**src/rtl/sd_fir_pkg.sv**
```systemverilog
// Shared definitions for the sigma-delta decimating FIR: coefficient table,
// controller states and the saturating narrow helper.
package sd_fir_pkg;

    localparam int PKG_TAPS   = 16;
    localparam int PKG_COEF_W = 16;

    typedef enum logic [1:0] {
        IDLE  = 2'd0,
        MAC   = 2'd1,
        ROUND = 2'd2,
        OUT   = 2'd3
    } state_e;

    // Symmetric low-pass in Q1.15; taps sum to 32768 so DC gain is exactly one.
    localparam logic signed [PKG_COEF_W-1:0] COEFS [PKG_TAPS] = '{
        -16'sd256, -16'sd512,  16'sd0,    16'sd1024,
         16'sd2048, 16'sd3584, 16'sd4608, 16'sd5888,
         16'sd5888, 16'sd4608, 16'sd3584, 16'sd2048,
         16'sd1024, 16'sd0,   -16'sd512, -16'sd256
    };

    function automatic logic signed [63:0] sat_narrow(input logic signed [63:0] v,
                                                      input int w);
        logic signed [63:0] hi;
        logic signed [63:0] lo;
        hi = (64'sd1 <<< (w - 1)) - 64'sd1;
        lo = -(64'sd1 <<< (w - 1));
        if (v > hi) begin
            return hi;
        end else if (v < lo) begin
            return lo;
        end
        return v;
    endfunction

endpackage

```
**src/rtl/sigma_delta_fir_decim_if.sv**
```systemverilog
// Sample-in / sample-out handshake bundle of the decimating FIR.
interface sigma_delta_fir_decim_if #(
    parameter int WDTH  = 16,
    parameter int OUT_W = 16
);
    logic [WDTH-1:0]         in_data;
    logic                    in_valid;
    logic signed [OUT_W-1:0] out_data;
    logic                    out_valid;
    logic                    out_ready;

    modport master (
        output in_data, in_valid, out_ready,
        input  out_data, out_valid
    );

    modport slave (
        input  in_data, in_valid, out_ready,
        output out_data, out_valid
    );
endinterface

```
**src/rtl/sd_fir_ring.sv**
```systemverilog
// TAPS-deep sample history; rel_i = 0 reads the newest sample, rel_i = i reads x[n-i].
module sd_fir_ring #(
    parameter int XW   = 17,
    parameter int TAPS = 16,
    parameter int AW   = (TAPS > 1) ? $clog2(TAPS) : 1
) (
    input  logic                 clk,
    input  logic                 rst_n,
    input  logic                 we_i,
    input  logic signed [XW-1:0] wdata_i,
    input  logic [AW-1:0]        rel_i,
    output logic signed [XW-1:0] rdata_o
);
    logic signed [XW-1:0] mem_q [TAPS];
    logic [AW-1:0]        wptr_q;
    logic [AW-1:0]        raddr;

    always_ff @(posedge clk or negedge rst_n) begin
        if (!rst_n) begin
            for (int i = 0; i < TAPS; i++) begin
                mem_q[i] <= '0;
            end
            wptr_q <= '0;
        end else if (we_i) begin
            mem_q[wptr_q] <= wdata_i;
            wptr_q        <= (wptr_q == AW'(TAPS - 1)) ? '0 : wptr_q + AW'(1);
        end
    end

    // wptr_q points one past the newest entry; fold negative offsets back modulo TAPS.
    always_comb begin
        int a;
        a = int'(wptr_q) - 1 - int'(rel_i);
        if (a < 0) begin
            a = a + TAPS;
        end
        raddr = AW'(a);
    end

    assign rdata_o = mem_q[raddr];

endmodule

```
**src/rtl/sigma_delta_fir_decim.sv**
```systemverilog
// Offset removal, shared-multiplier FIR and decimation by DECIM for the sigma-delta front end.
// Build macro SD_FIR_BYPASS_EN adds a bypass input that sends saturated raw samples straight out.
module sigma_delta_fir_decim
    import sd_fir_pkg::*;
#(
    parameter int WDTH      = 16,
    parameter int OUT_W     = 16,
    parameter int TAPS      = 16,
    parameter int COEF_W    = 16,
    parameter int DECIM     = 2,
    parameter int IN_OFFSET = 128
) (
    input  logic                   clk,
    input  logic                   rst_n,
    sigma_delta_fir_decim_if.slave bus,
`ifdef SD_FIR_BYPASS_EN
    input  logic                   bypass,
`endif
    output logic                   busy,
    output logic                   overrun
);
    localparam int XW    = WDTH + 1;
    localparam int PW    = XW + COEF_W;
    localparam int ACC_W = PW + $clog2(TAPS);
    localparam int TW    = (TAPS > 1) ? $clog2(TAPS) : 1;
    localparam int CW    = (DECIM > 1) ? $clog2(DECIM) : 1;

    state_e                  state_q, state_d;
    logic [TW-1:0]           tap_q, tap_d;
    logic [CW-1:0]           dcnt_q, dcnt_d;
    logic signed [OUT_W-1:0] out_data_q, out_data_d;
    logic                    overrun_q, overrun_d;
    logic                    vld_p1_q;
    logic signed [PW-1:0]    prod_p1_q;
    logic signed [ACC_W-1:0] acc_q, acc_d;

    logic signed [XW-1:0]     x_s;
    logic signed [XW-1:0]     tap_x;
    logic signed [COEF_W-1:0] coef_s;
    logic signed [PW-1:0]     prod_s;
    logic                     accept;
    logic                     trigger;
    logic                     byp;
    logic                     start;

    function automatic logic signed [OUT_W-1:0] round_sat(input logic signed [ACC_W-1:0] a);
        logic signed [ACC_W-1:0] r;
        r = (a + (ACC_W'(1) <<< (COEF_W - 2))) >>> (COEF_W - 1);
        return OUT_W'(sat_narrow(64'(r), OUT_W));
    endfunction

`ifdef SD_FIR_BYPASS_EN
    assign byp = bypass;
`else
    assign byp = 1'b0;
`endif

    assign x_s     = $signed({1'b0, bus.in_data}) - XW'(IN_OFFSET);
    assign accept  = bus.in_valid && ((state_q == IDLE) || ((state_q == OUT) && bus.out_ready));
    assign trigger = accept && (dcnt_q == CW'(DECIM - 1));

    sd_fir_ring #(
        .XW   (XW),
        .TAPS (TAPS),
        .AW   (TW)
    ) u_ring (
        .clk     (clk),
        .rst_n   (rst_n),
        .we_i    (accept),
        .wdata_i (x_s),
        .rel_i   (tap_q),
        .rdata_o (tap_x)
    );

    // Stage p0: one tap product per MAC cycle, registered into p1.
    assign coef_s = COEF_W'(COEFS[tap_q]);
    assign prod_s = PW'(tap_x) * PW'(coef_s);

    always_comb begin
        state_d    = state_q;
        tap_d      = tap_q;
        dcnt_d     = dcnt_q;
        out_data_d = out_data_q;
        overrun_d  = overrun_q;
        acc_d      = acc_q;
        start      = 1'b0;

        if (bus.in_valid && !accept) begin
            overrun_d = 1'b1;
        end
        if (accept) begin
            dcnt_d = (dcnt_q == CW'(DECIM - 1)) ? '0 : dcnt_q + CW'(1);
        end
        // Stage p1 -> accumulator.
        if (vld_p1_q) begin
            acc_d = acc_q + ACC_W'(prod_p1_q);
        end

        case (state_q)
            IDLE: begin
                start = trigger;
            end
            MAC: begin
                tap_d = tap_q + TW'(1);
                if (tap_q == TW'(TAPS - 1)) begin
                    tap_d   = '0;
                    state_d = ROUND;
                end
            end
            ROUND: begin
                // Wait one cycle for the last product to drain into the accumulator.
                if (!vld_p1_q) begin
                    out_data_d = round_sat(acc_q);
                    state_d    = OUT;
                end
            end
            OUT: begin
                if (bus.out_ready) begin
                    state_d = IDLE;
                    start   = trigger;
                end
            end
            default: state_d = IDLE;
        endcase

        if (start) begin
            if (byp) begin
                out_data_d = OUT_W'(sat_narrow(64'(x_s), OUT_W));
                state_d    = OUT;
            end else begin
                state_d = MAC;
                tap_d   = '0;
                acc_d   = '0;
            end
        end
    end

    always_ff @(posedge clk or negedge rst_n) begin
        if (!rst_n) begin
            state_q    <= IDLE;
            tap_q      <= '0;
            dcnt_q     <= '0;
            out_data_q <= '0;
            overrun_q  <= 1'b0;
            vld_p1_q   <= 1'b0;
        end else begin
            state_q    <= state_d;
            tap_q      <= tap_d;
            dcnt_q     <= dcnt_d;
            out_data_q <= out_data_d;
            overrun_q  <= overrun_d;
            vld_p1_q   <= (state_q == MAC);
        end
    end

    always_ff @(posedge clk) begin
        prod_p1_q <= prod_s;
        acc_q     <= acc_d;
    end

    assign bus.out_data  = out_data_q;
    assign bus.out_valid = (state_q == OUT);
    assign busy          = (state_q != IDLE);
    assign overrun       = overrun_q;

endmodule

```
**src/flat_wrapper.sv**
```systemverilog
// flat-port wrapper written by rule: the top's interface ports become plain ports
module sigma_delta_fir_decim_flat import sd_fir_pkg::*;
#(
    parameter int WDTH      = 16,
    parameter int OUT_W     = 16,
    parameter int TAPS      = 16,
    parameter int COEF_W    = 16,
    parameter int DECIM     = 2,
    parameter int IN_OFFSET = 128
)
  (clk, rst_n, busy, overrun, bus_in_data, bus_in_valid, bus_out_ready, bus_out_data, bus_out_valid);
  sigma_delta_fir_decim_if #(.WDTH(WDTH), .OUT_W(OUT_W)) bus_i ();
  input  logic clk;
  input  logic rst_n;
  output logic busy;
  output logic overrun;
  input wire logic [$bits(bus_i.in_data)-1:0] bus_in_data;
  input wire logic [$bits(bus_i.in_valid)-1:0] bus_in_valid;
  input wire logic [$bits(bus_i.out_ready)-1:0] bus_out_ready;
  output wire logic [$bits(bus_i.out_data)-1:0] bus_out_data;
  output wire logic [$bits(bus_i.out_valid)-1:0] bus_out_valid;
  assign bus_i.in_data = bus_in_data;
  assign bus_i.in_valid = bus_in_valid;
  assign bus_i.out_ready = bus_out_ready;
  assign bus_out_data = bus_i.out_data;
  assign bus_out_valid = bus_i.out_valid;
  sigma_delta_fir_decim #(.WDTH(WDTH), .OUT_W(OUT_W), .TAPS(TAPS), .COEF_W(COEF_W), .DECIM(DECIM), .IN_OFFSET(IN_OFFSET)) u_core (.clk(clk), .rst_n(rst_n), .bus(bus_i), .busy(busy), .overrun(overrun));
endmodule
```
**config.mk**
```make
export PLATFORM = sky130hd
export DESIGN_NAME = sigma_delta_fir_decim_flat
export DESIGN_NICKNAME = d
export VERILOG_FILES = /design/src/rtl/sd_fir_pkg.sv /design/src/rtl/sigma_delta_fir_decim_if.sv /design/src/rtl/sd_fir_ring.sv /design/src/rtl/sigma_delta_fir_decim.sv /design/src/flat_wrapper.sv
export SDC_FILE = /design/constraint.sdc
export NUM_CORES = 1
export LEC_CHECK = 0
export BUFFER_PORTS_ARGS = -buffer_cell sky130_fd_sc_hd__buf_2
export CELL_PAD_IN_SITES_DETAIL_PLACEMENT = 1
export CELL_PAD_IN_SITES_GLOBAL_PLACEMENT = 1
export CORE_MARGIN = 5
export CORE_UTILIZATION = 56
export CTS_CLUSTER_DIAMETER = 200
export DETAILED_ROUTE_END_ITERATION = 8
export GPL_TIMING_DRIVEN = 0
export PLACE_DENSITY = 0.93
export SETUP_SLACK_MARGIN = 0.1
export SLEW_MARGIN = 20
export SYNTH_ARGS = -nofsm -noshare
export SYNTH_HDL_FRONTEND = slang
export SYNTH_SLANG_ARGS = --single-unit
```
**constraint.sdc**
```tcl
create_clock -name clk -period 13.9 [get_ports clk]
set_clock_uncertainty 0.15 [all_clocks]
set_input_delay 2.085 -clock clk [delete_from_list [all_inputs] [get_ports clk]]
set_output_delay 2.085 -clock clk [all_outputs]
set_load 0.05 [all_outputs]
```
Word level (Yosys, flattened, before mapping)

Memory sizes are Yosys's and may differ from the RTL's.
Index checks and enable logic that the tools add are counted.

$add $sub $neg: 9
Multipliers: 1
Order comparisons: 7
Equality and inequality tests: 8
Mux-type cells: 28
Bitwise operators: 4
Reduce and logical (&&, ||, !) cells: 13

Operators by type and width:

| operator               | count |
|---|---|
| $bwmux 272             | 1 |
| $mux 16                | 5 |
| $bmux 17 s4            | 1 |
| $demux 17 s4           | 1 |
| $mux 17                | 3 |
| $add 37x16->37 const B | 1 |
| $add 37x33->37         | 1 |
| $mul 17x16->33         | 1 |
| $gt 22x16->1 const B   | 1 |
| $lt 22x16->1 const B   | 1 |
| $mux 4                 | 5 |
| $sub 16x8->17 const B  | 1 |
| $ge 5x5->1 const B     | 3 |
| $not 4->5              | 3 |
| $add 4x1->4 const B    | 3 |
| $eq 4x4->1 const B     | 2 |
| $mux 2                 | 4 |
| $lt 6x1->1 const B     | 1 |
| $mux 1                 | 6 |
| $pmux 2 s3             | 1 |
| $sub 5x5->6            | 1 |
| $logic_and 1x1->1      | 5 |
| $lt 5x1->1 const B     | 1 |
| $sub 4x1->5 const B    | 1 |
| other kinds (15)       | 17 |

Flip-flop bits (word level): 371
Bits in read-only memories: 256
Bits of input ports: 20
Output and inout bits: 19
Logic and storage cells: 96
Memories kept: 1

Memories:

| memory          | depth | bits a word | rd ports | clocked after Yosys merged registers in | write ports | line                        | text |
|---|---|---|---|---|---|---|---|
| (no name shown) | 16    | 16          | 1        | 0                                       | 0           | sigma_delta_fir_decim.sv:76 | `assign coef_s = COEF_W'(COEFS[tap_q]);` |

Logic depth before layout (Yosys ltp)

Gate-level depths: netlist of the first run.

Depth in word-level cells: 9
Depth in mapped cells: 32
Gate-level depth less buffers: 30

Modules after synthesis

A second synthesis of the first run with hierarchy kept.

Cells, all modules: 1948
Area, all modules: 22660.5 um^2

By module, submodules not included:

| module                | times used | cells an instance | area each (um^2) |
|---|---|---|---|
| sd_fir_ring           | 1          | 848               | 12853.6 |
| sigma_delta_fir_decim | 1          | 1100              | 9806.9 |

Worst setup path after synthesis of the first run

No wires, ideal clock.

Path type: reg2reg
Start point: reg u_core.u_ring.wptr_q[0]
End point: reg u_core.prod_p1_q[32]
Arrival: 7667 ps
Required time: 13678 ps
Setup slack: 6011 ps
Cell stages (with the launch flop): 29
Clock period less this slack: 7889 ps
Path through: dfrtp_1 > inv_1 > ha_1 > fa_1 > clkbuf_1 > buf_2 > buf_1 > mux4_2 > mux2i_1 > nor2_1 > a21oi_1 > nor2_1 > inv_1 > fa_1 > fa_1 > fa_1 > inv_1 > fa_1 > ha_1 > ha_1 > ha_1 > a21o_1 > or4_1 > o21a_1 > a311oi_2 > nor3b_1 > a211o_1 > a21oi_2 > xnor2_1

Longest elaborated chain between the ends: 9

RTL lines:

| item                                             | line                                 | text |
|---|---|---|
| start: declaration                               | sd_fir_ring.sv:15                    | `logic [AW-1:0] wptr_q;` |
| start signal: assignment                         | sd_fir_ring.sv:26                    | `wptr_q <= (wptr_q == AW'(TAPS - 1)) ? '0 : wptr_q + AW'(1);` |
| $sub 4x1->5 *                                    | sd_fir_ring.sv:33                    | `a = int'(wptr_q) - 1 - int'(rel_i);` |
| $sub 5x5->6 *                                    | sd_fir_ring.sv:33                    |  |
| $lt 6x1->1 / $add 4x1->4 (equally long branches) | sd_fir_ring.sv:34, sd_fir_ring.sv:35 |  |
| $mux 4 *                                         | sd_fir_ring.sv:34                    | `if (a < 0) begin` |
| $not 4->5 (implied by the code) *                | sd_fir_ring.sv:40                    | `assign rdata_o = mem_q[raddr];` |
| $bmux 17 s4 *                                    | sd_fir_ring.sv:40                    |  |
| $mux 17 (implied by the code) * (2 in a row)     | sd_fir_ring.sv:40                    |  |
| $mul 17x16->33 *                                 | sigma_delta_fir_decim.sv:77          | `assign prod_s = PW'(tap_x) * PW'(coef_s);` |
| via u_core.prod_s[32]                            | sigma_delta_fir_decim.sv:40          | `logic signed [PW-1:0] prod_s;` |
| end signal: assignment                           | sigma_delta_fir_decim.sv:157         | `prod_p1_q <= prod_s;` |
| end: declaration                                 | sigma_delta_fir_decim.sv:34          | `logic signed [PW-1:0] prod_p1_q;` |

Mark *: on every way through the listed nets, which the timed path passes. The rest lies on a longest branch. The select of a mux whose other input is x is not followed.
A chain may end at the register's enable or synchronous reset.

Worst setup path after layout of the first run

Ends and elaborated chain as after synthesis.

==> qor.txt, run 1 <==
Rows -> 72
Nets -> 2408
FF/Latch Area -> 8610 um2
CTS resizes -> 0
Crit path top cell by count -> fa_1
Area Overhead vs Synth -> 10.2%
Total GRT Usage -> 41.1%
FF+latch count, synth -> 355
Max-cap viol count -> 0
Post-synthesis sequential area ratio -> 39.0%
Sink Count -> 355
Final min period -> 10400 ps
Vias in the first global route -> 21300
Num CTS Buffers -> 40
Mapped Area -> 22100 um2
Detail Placement HPWL -> 51000 um
Most common cell after layout, fill and taps aside -> dfrtp_1
Clock Pin Slew Worst Setup and Hold Paths -> 70 ps
Post-Syn Nets -> 2327
Initial DRT Pass Iterations -> 6
Longest Clk Path Bufs -> 3
Via-per-instance ratio -> 7.03
Crit share post-route -> 74.8%
First-pass GRT wire length -> 136000 um
Total grt overflow -> 0
R2R Setup Slk -> 3500 ps
Initial antenna violation count -> 4
Fmax -> 0.0962 GHz
YS warnings -> 0
Port bufs -> 37
CP required -> 14240 ps
Async S/R FF share, synth -> 84.8%
Avg WL per Cell -> 33.2 um
Die span in x -> 209 um
DR vias -> 19000
Worst setup SP type -> flop
Htree depth -> 2
Setup TNS -> 0 ps
DRT antenna net count -> 0
Area of the die -> 43500 um2
DRC viols -> 0
Slew @ Worst Pin -> 1200 ps
Synth cell types -> 71
Critical Path End Type -> flop
CP max stage delay -> 850 ps
Max_slew headroom -> 17.6%
CTS Root Cell -> clkbuf_16
Multi-input gate area -> 12400 um2
Unrepaired setup endpoints after global routing -> false
Starting Density -> 56.9%
Final Max Slew Viols -> 0
RePlAce Congestion -> 0.885
Post-CTS Setup Bufs -> 0
Layout fillers -> 3998
Worst hold-check path type -> flop to flop
Syn Inst Count -> 2067
Crit path DAT -> 10730 ps
Synth Flop Type -> dfrtp_1
Die Ht -> 209 um
Syn_area_per_cell -> 10.7 um2
Clk_lat worst skew -> 570 ps
Post-synth EDFFs -> 0
CTS tree -> yes
Post-Route WL -> 89500 um
Largest net degree at the start of global routing -> 107
Status -> completed
Share of post-route cells with drive strength above 1 -> 16.3%
WS Path Type -> flop to flop
Initial DRC count -> 2079
Commonest non-fill, non-tap cells in the layout -> dfrtp_1, nand2_1, o21ai_0, inv_1, nor2_1
Hold Buf Count CTS -> 0
Slowest CP cell -> buf_1
CORE AREA -> 38800 um2
Crit-path max FO -> 10
Setup-failing EPs final -> 0
# IOs -> 39
Hold Fails Final Rpt -> 0
## critical path, delay by kind of cell (launching register included)
kind	cells	cell delay [ps]
simple gates	3	300
flops	1	520
mux	2	790
fa+ha+maj	9	4240
compound gates	7	2120
xor+xnor	2	350
buf+inv	6	1830
## per-stage QoR
step | instances | area, um2 | setup slack, ps | util, % | hold slack [ps]
2_1_floorplan | 2067 | 22100 | 6010 | - | 292
3_3_place_gp | 2622 | 22900 | 4540 | 59.0 | 282
3_5_place_dp | 2624 | 23000 | 4220 | 59.2 | 302
4_1_cts | 2694 | 24300 | 3770 | 62.7 | 338
5_1_grt | 2694 | 24300 | 3260 | 62.7 | 348
6_report | 2696 | 24300 | 3500 | 62.7 | 332
## path summary, 6_finish.rpt
| kind | startpoint | to | depth (start not counted) |
|---|---|---|---|
| max | u_core.u_ring.wptr_q[0] | u_core.prod_p1_q[32] | 29 |
| min | u_core.bus.out_data[15] | u_core.bus.out_data[15] | 1 |
| max reg2reg | u_core.u_ring.wptr_q[0] | u_core.prod_p1_q[32] | 29 |
| min reg2reg | u_core.bus.out_data[15] | u_core.bus.out_data[15] | 1 |
| max in group asynchronous | rst_n | u_core.u_ring.mem_q[229] | 3 |
| min in group asynchronous | rst_n | u_core.bus.out_data[3] | 1 |
## cell usage after synthesis, drive strengths merged (7+ instances only)
master | number | area, um2
mux2i | 43 | 430
dfxtp | 54 | 1080
buf | 33 | 213
xor2 | 34 | 313
and2 | 14 | 87.6
and3 | 9 | 56.3
or2 | 18 | 113
a211oi | 7 | 52.6
nand3 | 34 | 175
clkbuf | 71 | 267
fa | 103 | 2060
o21ai | 189 | 946
nor2 | 164 | 616
mux4 | 68 | 1560
inv | 170 | 638
xnor2 | 50 | 445
nand2 | 226 | 848
mux2 | 131 | 1480
dfrtp | 301 | 7530
o21a | 14 | 105
ha | 137 | 1710
o211ai | 22 | 170
a21oi | 56 | 295
nor3 | 19 | 111
a21o | 17 | 128
## sequential cells by signal (all words and copies together) (netlist names)
register              flops
u_core.u_ring.mem_q     272
u_core.acc_q             29
u_core.prod_p1_q         25
u_core.bus.out_data      16
u_core.tap_q              4
u_core.u_ring.wptr_q      4
u_core.state_q            2
u_core.dcnt_q             1
u_core.overrun            1
u_core.vld_p1_q           1
## cell families (layout without fill, tap and decap cells)
family,Yosys count,in the layout,share of synthesized area [%]
simple gates,523,523,10.3
mux,242,242,15.7
xor+xnor,84,84,3.43
other cells,0,2,0
buf+inv,274,383,5.06
fa+ha+maj,240,240,17.1
flops,355,355,39.0
compound gates,349,349,9.41
## per-layer routing
layer	up-vias	track usage (%)	part of all wire [%]
li1	7234	-	-
met1	9562	45.4	33
met2	1519	67.4	48
met3	639	11.6	9.3
met4	2	31.4	10
met5	-	0.667	0.015
## area by class of cell
| class | instances | share of cell area (%) |
|---|---|---|
| Inverter | 170 | 2.62 |
| Timing Repair Buffer | 39 | 1.03 |
| Clock inverter | 10 | 0.529 |
| Buffer | 104 | 1.97 |
| Tap cell | 518 | 2.66 |
| Multi-Input combinational cell | 1438 | 50.8 |
| Clock buffer | 60 | 5.04 |
| Sequential cell | 355 | 35.4 |
| Antenna cell | 2 | 0.0206 |
Power of run 1 is left out: the tool's default activity adds up to more than one toggle a clock period on the data nets, which glitch-free logic cannot reach.
==> run 2, diff against run 1 <==
Settings changed: CORE_UTILIZATION 56 to 52, PLACE_DENSITY 0.93 to 0.87.
Clock period 13.9 ns to 10.15 ns, I/O delays scaled along.
==> qor.txt, run 2 (same netlist as run 1, synthesis figures left out) <==
Max-cap viol count -> 0 (unchanged)
Vias in the first global route -> 19200 (was 21300)
Longest Clk Path Bufs -> 3 (unchanged)
Die Ht -> 216 um (was 209 um)
Largest net degree at the start of global routing -> 105 (was 107)
Reg with most FFs -> u_core.u_ring.mem_q (unchanged)
Initial antenna violation count -> 1 (was 4)
Max_slew headroom -> 30.0% (was 17.6%)
CTS Root Cell -> clkbuf_16 (unchanged)
Crit-path max FO -> 10 (unchanged)
Avg WL per Cell -> 25.5 um (was 33.2 um)
Unrepaired setup endpoints after global routing -> false (unchanged)
Area Overhead vs Synth -> 10.3% (was 10.2%)
CORE AREA -> 41900 um2 (was 38800 um2)
First-pass GRT wire length -> 110000 um (was 136000 um)
Most common cell after layout, fill and taps aside -> dfrtp_1 (unchanged)
Multi-input gate area -> 12400 um2 (unchanged)
Crit path top cell by count -> fa_1 (unchanged)
Rows -> 75 (was 72)
Setup TNS -> 0 ps (unchanged)
CP required -> 10490 ps (was 14240 ps)
Starting Density -> 52.7% (was 56.9%)
Share of post-route cells with drive strength above 1 -> 16.3% (about the same)
Worst hold-check path type -> flop to flop (unchanged)
CP max stage delay -> 760 ps (was 850 ps)
RR Startpoint -> u_core.u_ring.wptr_q[0] (unchanged)
Clk_lat worst skew -> 570 ps (about the same)
Met2 global-route usage -> 53.6% (was 67.4%)
Status -> completed (unchanged)
Initial DRT Pass Iterations -> 6 (unchanged)
Hold_sp -> u_core.u_ring.mem_q[64] (was u_core.bus.out_data[15])
Crit path DAT -> 10100 ps (was 10730 ps)
Biggest regs -> u_core.u_ring.mem_q: 272 flops, u_core.acc_q: 29 flops, u_core.prod_p1_q: 25 flops (unchanged)
Commonest non-fill, non-tap cells in the layout -> dfrtp_1, nand2_1, o21ai_0, inv_1, nor2_1 (unchanged)
Hold Fails Final Rpt -> 0 (unchanged)
Total grt overflow -> 0 (unchanged)
Met1 usage -> 34.5% (was 45.4%)
Critical Path End Type -> flop (unchanged)
Die span in x -> 216 um (was 209 um)
CTS tree -> yes (unchanged)
Hold path depth -> 2 (was 1)
Worst flop-to-flop path endpoint -> u_core.prod_p1_q[32] (unchanged)
FF/Latch Area -> 8610 um2 (unchanged)
Post-Route WL -> 69200 um (was 89500 um)
# IOs -> 39 (unchanged)
DR vias -> 16900 (was 19000)
Total GRT Usage -> 29.6% (was 41.1%)
Worst setup SP type -> flop (unchanged)
Port bufs -> 37 (unchanged)
Max reg flops -> 272 (unchanged)
Slowest CP cell -> buf_1 (unchanged)
Htree depth -> 2 (unchanged)
Detail Placement HPWL -> 47800 um (was 51000 um)
Num CTS Buffers -> 39 (was 40)
DRC viols -> 0 (unchanged)
Slew @ Worst Pin -> 1020 ps (was 1200 ps)
Worst r2r path cells -> 28 (was 29)
GRT busiest layer -> met2 (unchanged)
Final Max Slew Viols -> 0 (unchanged)
WS Path Type -> flop to flop (unchanged)
RePlAce Congestion -> 0.853 (was 0.885)
Placed Cells -> 2645 (was 2624)
Diodes inserted -> 0 (was 2)
Worst setup startpoint -> u_core.u_ring.wptr_q[0] (unchanged)
Initial DRC count -> 1195 (was 2079)
Layout fillers -> 4440 (was 3998)
End of the worst hold path -> u_core.u_ring.mem_q[64] (was u_core.bus.out_data[15])
Final min period -> 9750 ps (was 10400 ps)
R2R Setup Slk -> 400 ps (was 3500 ps)
Place WS -> 571 ps (was 4220 ps)
Worst setup margin -> 396 ps (was 3500 ps)
Setup-failing EPs final -> 0 (unchanged)
Hold Buf Count CTS -> 0 (unchanged)
Crit share post-route -> 96.1% (was 74.8%)
DRT antenna net count -> 0 (unchanged)
Final non-filler cell total -> 2716 (was 2696)
Fmax -> 0.103 GHz (was 0.0962 GHz)
Met3 GRT Util -> 4.86% (was 11.6%)
Clock Pin Slew Worst Setup and Hold Paths -> 60 ps (was 70 ps)
Area of the die -> 46700 um2 (was 43500 um2)
Sink Count -> 355 (unchanged)
Nets -> 2407 (was 2408)
Final hold slack -> 336 ps (was 332 ps)
Via-per-instance ratio -> 6.23 (was 7.03)
[run 2: cell types whose count changed in the layout (fill, tap and decap cells not counted)]
cell | previous run | this run
diode_2 | 2 | 0
clkbuf_16 | 41 | 40
bufinv_16 | 3 | 2
clkbuf_2 | 0 | 1
clkinv_2 | 6 | 5
clkbuf_8 | 13 | 14
clkinv_4 | 0 | 1
clkbuf_1 | 77 | 78
buf_1 | 8 | 7
clkinv_8 | 0 | 1
[run 2: worst max path at each step]
| stage | slack (ps) | endpoint |
|---|---|---|
| final | 400 | u_core.prod_p1_q[32] |
| after floorplan | 2260 | u_core.prod_p1_q[32] |
| after detailed placement | 570 | u_core.prod_p1_q[32] |
| after global placement | 940 | u_core.prod_p1_q[32] |
| after CTS | 490 | u_core.prod_p1_q[32] |
| after global routing | 110 | u_core.prod_p1_q[32] |
[run 2: stage by stage]
step	utilization, %	area [um2]
after CTS	58.1	24400
final	58.1	24400
after global placement	54.7	22900
after floorplan	-	22100
after detailed placement	54.9	23000
after global routing	58.1	24400
[run 2: critical path, delay by kind of cell, from the launching register on]
kind | cells | cell delay [ps]
compound gates | 6 | 1810
xor+xnor | 1 | 120
fa+ha+maj | 9 | 3950
buf+inv | 6 | 1660
flops | 1 | 480
mux | 2 | 680
simple gates | 4 | 800
[run 2: final cells by class]
| type | instances | share of cell area (%) |
|---|---|---|
| Inverter | 170 | 2.62 |
| Clock inverter | 10 | 0.488 |
| Sequential cell | 355 | 35.4 |
| Clock buffer | 61 | 5.01 |
| Tap cell | 539 | 2.77 |
| Multi-Input combinational cell | 1438 | 50.7 |
| Buffer | 104 | 1.97 |
| Timing Repair Buffer | 39 | 1.03 |
[run 2: routing by layer]
metal	part of all wire (%)	wire length, um
met2	52	35900
met1	37	25800
met4	5.0	3490
met3	5.8	4040
met5	0.012	8
[run 2: repair_timing]
action                     CTS  global route
gates resized for setup      0             2
setup endpoints to repair    0             1
buffers inserted             0             0
Power of run 2 is left out for the same reason.
==> run 3, diff against run 2 <==
Settings changed: PLACE_DENSITY 0.87 to unset, PLACE_DENSITY_LB_ADDON set to 0.1.
==> qor.txt, run 3 (same netlist as run 1, synthesis figures left out) <==
Clk_lat worst skew -> 580 ps (was 570 ps)
Share of post-route cells with drive strength above 1 -> 16.2% (was 16.3%)
First-pass GRT wire length -> 98600 um (was 110000 um)
Layout fillers -> 4510 (was 4440)
Total grt overflow -> 0 (unchanged)
CORE AREA -> 41900 um2 (unchanged)
Worst setup SP type -> flop (unchanged)
Die span in x -> 216 um (unchanged)
# IOs -> 39 (unchanged)
Slowest CP cell -> a21oi_1 (was buf_1)
Hold_sp -> u_core.overrun (was u_core.u_ring.mem_q[64])
Crit path top cell by count -> fa_1 (unchanged)
RR Startpoint -> u_core.u_ring.wptr_q[0] (unchanged)
Largest net degree at the start of global routing -> 100 (was 105)
Max-cap viol count -> 0 (unchanged)
Biggest regs -> u_core.u_ring.mem_q: 272 flops, u_core.acc_q: 29 flops, u_core.prod_p1_q: 25 flops (unchanged)
Area Overhead vs Synth -> 10.1% (was 10.3%)
Status -> completed (unchanged)
WS Path Type -> flop to flop (unchanged)
Worst hold-check path type -> flop to flop (unchanged)
CP required -> 10490 ps (about the same)
Htree depth -> 2 (unchanged)
Crit path DAT -> 9730 ps (was 10100 ps)
Final hold slack -> 301 ps (was 336 ps)
Max reg flops -> 272 (unchanged)
Port bufs -> 37 (unchanged)
Nets -> 2409 (was 2407)
Critical Path End Type -> flop (unchanged)
End of the worst hold path -> u_core.overrun (was u_core.u_ring.mem_q[64])
Max_slew headroom -> 30.4% (was 30.0%)
R2R Setup Slk -> 760 ps (was 400 ps)
Hold Buf Count CTS -> 0 (unchanged)
Fmax -> 0.106 GHz (was 0.103 GHz)
Crit share post-route -> 92.5% (was 96.1%)
Diodes inserted -> 0 (unchanged)
Final min period -> 9390 ps (was 9750 ps)
Commonest non-fill, non-tap cells in the layout -> dfrtp_1, nand2_1, o21ai_0, inv_1, nor2_1 (unchanged)
Most common cell after layout, fill and taps aside -> dfrtp_1 (unchanged)
Total GRT Usage -> 26.6% (was 29.6%)
Clock Pin Slew Worst Setup and Hold Paths -> 60 ps (about the same)
Post-Route WL -> 61200 um (was 69200 um)
Setup TNS -> 0 ps (unchanged)
DRC viols -> 0 (unchanged)
Longest Clk Path Bufs -> 3 (unchanged)
Slew @ Worst Pin -> 1020 ps (about the same)
Initial antenna violation count -> 0 (was 1)
Worst flop-to-flop path endpoint -> u_core.prod_p1_q[31] (was u_core.prod_p1_q[32])
DR vias -> 15900 (was 16900)
Unrepaired setup endpoints after global routing -> false (unchanged)
Hold Fails Final Rpt -> 0 (unchanged)
Vias in the first global route -> 17800 (was 19200)
CTS tree -> yes (unchanged)
Worst r2r path cells -> 28 (unchanged)
Rows -> 75 (unchanged)
RePlAce Congestion -> 0.816 (was 0.853)
Area of the die -> 46700 um2 (unchanged)
Hold path depth -> 1 (was 2)
Post-CTS Setup Bufs -> 0 (unchanged)
Via-per-instance ratio -> 5.84 (was 6.23)
Sink Count -> 355 (unchanged)
Setup-failing EPs final -> 0 (unchanged)
Detail Placement HPWL -> 44400 um (was 47800 um)
CTS Root Cell -> clkbuf_16 (unchanged)
Num CTS Buffers -> 40 (was 39)
Final Max Slew Viols -> 0 (unchanged)
CTS resizes -> 0 (unchanged)
Initial DRC count -> 778 (was 1195)
Reg with most FFs -> u_core.u_ring.mem_q (unchanged)
Starting Density -> 52.7% (unchanged)
Die Ht -> 216 um (unchanged)
Avg WL per Cell -> 22.5 um (was 25.5 um)
DRT antenna net count -> 0 (unchanged)
Initial DRT Pass Iterations -> 5 (was 6)
Crit-path max FO -> 10 (unchanged)
CP max stage delay -> 600 ps (was 760 ps)
==> run 3: cell count changes in the layout (fill, tap and decap cells not counted), moves of 2 or more <==
cell,previous run,this run
clkbuf_8,14,5
clkbuf_1,78,80
clkinv_16,0,2
clkinvlp_4,0,2
==> run 3: layer usage <==
layer / vias to the layer above / wire, um / track usage [%] / part of all wire [%]
met3: 107 / 1990 / 3.82 / 3.3
met4: 0 / 2200 / 9.01 / 3.6
met5: - / 0 / 0 / 0
li1: 7229 / - / - / -
met2: 233 / 31600 / 47.7 / 52
met1: 8292 / 25400 / 33.1 / 42
==> run 3: how the worst max path moves through the flow <==
| stage | start | end | slack (ps) | cells after the start |
|---|---|---|---|---|
| 2_1_floorplan | u_core.u_ring.wptr_q[0] | u_core.prod_p1_q[32] | 2260 | 28 |
| 3_3_place_gp | u_core.u_ring.wptr_q[0] | u_core.prod_p1_q[32] | 590 | 28 |
| 3_5_place_dp | u_core.u_ring.wptr_q[0] | u_core.prod_p1_q[32] | 460 | 28 |
| 4_1_cts | u_core.u_ring.wptr_q[0] | u_core.prod_p1_q[32] | 380 | 28 |
| 5_1_grt | u_core.u_ring.wptr_q[0] | u_core.prod_p1_q[32] | 310 | 28 |
| 6_report | u_core.u_ring.wptr_q[0] | u_core.prod_p1_q[31] | 760 | 28 |
==> run 3: per-stage QoR <==
step                      setup WS, ps  instances  cell area [um2]  utilization [%]
after floorplan                   2260       2067            22100                -
after global placement             589       2643            22900             54.7
after detailed placement           464       2646            23000             54.9
after CTS                          377       2714            24300             57.9
after global routing               314       2714            24300             58.0
final                              759       2714            24300             58.0
==> run 3: cell type report <==
| class | count | area (um2) | share of cell area, % |
|---|---|---|---|
| plain buffers | 104 | 482 | 1.98 |
| repair buffers | 40 | 278 | 1.14 |
| flip-flops and latches | 355 | 8610 | 35.4 |
| multi-input cells | 1438 | 12400 | 50.8 |
| clock buffers | 54 | 1100 | 4.54 |
| inverters | 170 | 638 | 2.62 |
| clock inverters | 14 | 164 | 0.674 |
| well taps | 539 | 674 | 2.77 |
==> run 3: critical path: cells and delay by family (launching register included) <==
family | cells | cell delay (ps)
xor gates and xnor gates | 1 | 160
AOI/OAI and AO/OA | 8 | 2500
adders and majority gates | 9 | 3860
DFF | 1 | 460
buffers and inverters | 6 | 1260
and+or+nand+nor | 2 | 200
muxes | 2 | 670
Power of run 3 is left out for the same reason.
